$ cat config.mk
export PLATFORM = sky130hd
export DESIGN_NAME = rx_shift_sequencer
export DESIGN_NICKNAME = d
export VERILOG_FILES = /design/src/rtl/rx_shift_sequencer.sv
export SDC_FILE = /design/constraint.sdc
export NUM_CORES = 1
export LEC_CHECK = 0
export ABC_CLOCK_PERIOD_IN_PS = 1580
export CORE_MARGIN = 3
export CORE_UTILIZATION = 30
export DETAILED_ROUTE_END_ITERATION = 16
export SYNTH_ARGS = -nofsm -noshare
export SYNTH_HDL_FRONTEND = slang
export SYNTH_SLANG_ARGS = --single-unit
$ cat constraint.sdc
create_clock -name clk -period 1.58 [get_ports clk]
set_clock_uncertainty 0.2 [all_clocks]
set_input_delay 0.395 -clock clk [delete_from_list [all_inputs] [get_ports clk]]
set_output_delay 0.395 -clock clk [all_outputs]
set_load 0.01 [all_outputs]
$ cat src/rtl/rx_shift_sequencer.sv
// UART receive sequencer: finds the start bit, times each bit period and strobes the
// serial-to-parallel shift register at every data-bit centre, then qualifies the stop bit.
module rx_shift_sequencer #(
  parameter int unsigned CLKS_PER_BIT = 10,
  parameter int unsigned DATA_BITS    = 8
) (
  input  logic clk,
  input  logic n_rst,
  input  logic serial_in,
  input  logic clear_error,
  output logic shift_enable,
  output logic load_buffer,
  output logic framing_error,
  output logic busy
);

  localparam int unsigned CntW = $clog2(CLKS_PER_BIT);
  localparam int unsigned BitW = $clog2(DATA_BITS + 1);
  localparam logic [CntW-1:0] HalfCnt = CntW'(CLKS_PER_BIT / 2);
  localparam logic [CntW-1:0] LastCnt = CntW'(CLKS_PER_BIT - 1);
  localparam logic [BitW-1:0] NumBits = BitW'(DATA_BITS);

  typedef enum logic [1:0] {StIdle, StStart, StData, StStop} state_e;

  state_e          state_q, state_d;
  logic [CntW-1:0] clk_cnt_q, clk_cnt_d;
  logic [BitW-1:0] bit_cnt_q, bit_cnt_d;
  logic            prev_in_q, prev_in_d;
  logic            fe_q, fe_d;
  logic            at_half, at_last;

  assign at_half = (clk_cnt_q == HalfCnt);
  assign at_last = (clk_cnt_q == LastCnt);

  always_comb begin
    state_d      = state_q;
    clk_cnt_d    = clk_cnt_q;
    bit_cnt_d    = bit_cnt_q;
    prev_in_d    = serial_in;
    fe_d         = fe_q;
    shift_enable = 1'b0;
    load_buffer  = 1'b0;

    if (state_q != StIdle) begin
      clk_cnt_d = at_last ? '0 : clk_cnt_q + 1'b1;
    end

    // Clear is applied first so a stop-bit error in the same cycle takes priority.
    if (clear_error) begin
      fe_d = 1'b0;
    end

    unique case (state_q)
      StIdle: begin
        clk_cnt_d = '0;
        if (prev_in_q && !serial_in) begin
          state_d   = StStart;
          clk_cnt_d = CntW'(1);
        end
      end
      StStart: begin
        if (at_half && serial_in) begin
          state_d   = StIdle;
          clk_cnt_d = '0;
        end else begin
          if (at_half) begin
            fe_d = 1'b0;
          end
          if (at_last) begin
            state_d   = StData;
            bit_cnt_d = '0;
          end
        end
      end
      StData: begin
        if (at_half) begin
          shift_enable = 1'b1;
          bit_cnt_d    = bit_cnt_q + 1'b1;
        end
        if (at_last && (bit_cnt_q == NumBits)) begin
          state_d = StStop;
        end
      end
      StStop: begin
        // Leave at mid stop bit so the next start edge can be caught in its second half.
        if (at_half) begin
          load_buffer = serial_in;
          if (!serial_in) begin
            fe_d = 1'b1;
          end
          state_d   = StIdle;
          clk_cnt_d = '0;
        end
      end
      default: begin
        state_d   = StIdle;
        clk_cnt_d = '0;
      end
    endcase
  end

  always_ff @(posedge clk or negedge n_rst) begin
    if (!n_rst) begin
      state_q   <= StIdle;
      clk_cnt_q <= '0;
      bit_cnt_q <= '0;
      prev_in_q <= 1'b1;
      fe_q      <= 1'b0;
    end else begin
      state_q   <= state_d;
      clk_cnt_q <= clk_cnt_d;
      bit_cnt_q <= bit_cnt_d;
      prev_in_q <= prev_in_d;
      fe_q      <= fe_d;
    end
  end

  assign framing_error = fe_q;
  assign busy          = (state_q != StIdle);

endmodule
==> results of run 1 <==
what timing repair did:
action | CTS | global route
endpoints found under the setup margin | 10 | 9
hold buffers | 0 | 0
hold endpoints to repair | 0 | 0
setup buffers | 7 | 2
gates resized for setup | 27 | 7
pin swaps | 5 | 4
cells by family after synthesis:
| group | after synthesis | share of synthesized area |
|---|---|---|
| adder cells (fa/ha/maj) | 2 | 0.03906 |
| XOR/XNOR | 2 | 0.02735 |
| AND/OR/NAND/NOR | 26 | 0.2363 |
| multiplexers | 5 | 0.08788 |
| buffers and inverters | 7 | 0.04688 |
| AO/OA/AOI/OAI | 10 | 0.09180 |
| flip-flops | 12 | 0.4707 |
worst max-delay path, cell delays in order (launching register included):
cell and delay (ps):
dfrtp_1 390, and4bb_2 360, and3_4 210, buf_6 100
worst paths after layout:
path	start	endpoint	slack [ps]
worst max-delay path	clk_cnt_q[1]	shift_enable	-340
worst min-delay path	n_rst	clk_cnt_q[1]	210
worst max register to register	clk_cnt_q[1]	framing_error	-170
worst min register to register	bit_cnt_q[3]	bit_cnt_q[3]	360
max in group asynchronous	n_rst	prev_in_q	730
min in group clk	bit_cnt_q[3]	bit_cnt_q[3]	360
synthesized netlist by cell type (all sizes together):
cell type / instances
clkbuf: 1
nor3b: 1
nor2: 8
o21ai: 6
inv: 5
nor2b: 2
mux2i: 3
a21oi: 1
nor3: 1
nand2: 6
a32o: 1
xnor2: 2
nand4bb: 1
and4bb: 1
a21o: 1
buf: 1
nand4b: 1
o22ai: 1
dfstp: 1
dfrtp: 11
ha: 2
and3: 2
mux2: 2
nand2b: 2
and4: 1
layout make-up:
type,instances,area share
Clock buffer,4,0.03528
Inverter,5,0.01825
Multi-Input combinational cell,45,0.3589
Sequential cell,12,0.2932
Tap cell,27,0.03285
Timing Repair Buffer,32,0.2616
flip-flops by register name (all words and copies together), names as in the netlist, named ones only:
signal / cells
state_q: 1
prev_in_q: 1
bit_cnt_q: 4
clk_cnt_q: 4
framing_error: 1
power groups by stage:
stage	Sequential [mW]	Clock, mW	Combinational (mW)
global placement	0.456	0	0.552
finish	0.448	0.243	0.797
CTS	0.452	0.254	0.743
global route	0.459	0.269	0.881
floorplan	0.461	0	0.281
detailed placement	0.460	0	0.567
routing by layer:
metal,vias to the layer above,global-route usage
li1,288,-
met1,272,0.1538
met2,8,0.1946
met3,4,0.02564
met4,0,0.08936
met5,-,0
==> run_results.csv, run 1 <==
group,metric,value,unit
outcome,status,"finished, violations left",
outcome,violations,"negative setup slack",
die,core,1982,um2
finish,mostFrequentLayoutCell,"buf_4",
setup_path,path_max_fanout,4,
routing,vias,572,
setup_path,cp-end-kind,"output pin",
finish,fin_cells,125,
die,ios,8,
placement,port_buffers,7,
finish,final_cell_area,1028,um2
sta,fmax,520.3,MHz
logic_synthesis,synth_cell_types,28,
logic_synthesis,synth_area,640.6,um2
logic_synthesis,syn_avg_cell_area,10.01,um2
power,power_switching,0.4959,mW
routing,wl_met1,657,um
logic_synthesis,seq_area_frac_synth,0.4707,
die,rows,16,
global_route,antenna_found_initial,0,
cts,clkTransAtPathRegs,80,ps
setup_path,cp-start-kind,"flip-flop",
logic_synthesis,ys_warn_count,0,
global_route,grt-ovfl-total,0,
power,p_leak,0.4910,nW
power,p_int,0.9920,mW
routing,drt-initial-drc-count,4,
routing,wl,1437,um
finish,fin_util,0.5189,
cts,cts_buffers,3,
routing,wl_met3,40,um
flow_run,max-cap-violations,0,
placement,pre_cts_ws,-566.6,ps
global_route,grt_max_degree,13,
sta,whs,214.1,ps
finish,multiInputGateArea,369.1,um2
sta,setup_violations,9,
power,ir_drop,0.7687,mV
power,pwr-share-clk,0.163,
logic_synthesis,synthTopCellsByArea,"dfrtp_1 (43%), mux2i_1 (4.7%), dfstp_2 (4.1%)",
logic_synthesis,synth-seq-cells,12,
die,die_h,52.21,um
placement,dp_hpwl,1012,um
global_route,grt_pass1_wl,2408,um
power,switching_share,0.3333,
cts,cts_tree,"built",
global_route,grt_usage,0.1255,
sta,worst_pin_slew,224.0,ps
sta,rsz0062_at_grt,"yes",
sta,fin_setup_tns,-1392,ps
logic_synthesis,synth_top_area_cell,"dfrtp_1",
setup_path,reg2reg_depth,6,
placement,place_area,860.8,um2
cts,clock_path_buffers,2,
routing,dr.pass1.iters,4,
finish,final_cell_mix,"buf_4 (21), dfrtp_1 (11), buf_6 (6), nor2_1 (5)",
die,fp.dieW,52.21,um
setup_path,arrival,1330,ps
power,pwr_density_cell,1447,nW/um2
logic_synthesis,synth_top_area_frac,0.4297,
die,start_util,0.3232,
setup_path,crit_type,"reg -> out",
cts,clock-root-buffer,"clkbuf_4",
routing,drc,0,
cts,cts.sinks,12,
placement,dpl.cell_count,113,
sta,fin_crit,1922,ps
logic_synthesis,syn-num-nets,70,
finish,seq_area,301.5,um2
finish,insertedDiodeCount,0,
logic_synthesis,syn_inst,64,
finish,drive_gt1_frac,0.4796,
power,p_seq_frac,0.301,
routing,postRouteAntennaNets,0,
cts,insertion_delay,270,ps
cts,h-tree-depth,1,
routing,via_per_inst,4.576,
sta,finalMaxSlewViolations,0,
sta,setup_ws,-342.1,ps
finish,fill_cells,178,
sta,relSlewSlack,0.8491,
die,die_area,2726,um2
global_route,grt_pass1_vias,559,
placement,gp_congestion,0.6826,
setup_path,crit_required,980,ps
finish,syn_to_final_growth,60.55,%
hold_path,hp-class,"in -> async",
power,total_power,1.488,mW
sta,finalHoldViolCount,0,
sta,post-route-period-util,1.217,
routing,highest_layer,"met4",
power,p_comb_frac,0.536,
finish,nets,105,
routing,dr_wl_met2,698,um
routing,routedWlPerCell,11.50,um
Power figures use the tool's default switching activity.
==> run 2, diff against run 1 <==
Settings changed: CTS_CLUSTER_DIAMETER set to 80.
==> results of run 2 <==
No change in the layout: final DEF, timing and power equal those of run 1.
==> run 3, diff against run 2 <==
Settings changed: ABC_AREA set to 0.
==> results of run 3 <==
No change in the layout: final DEF, timing and power equal those of run 1.
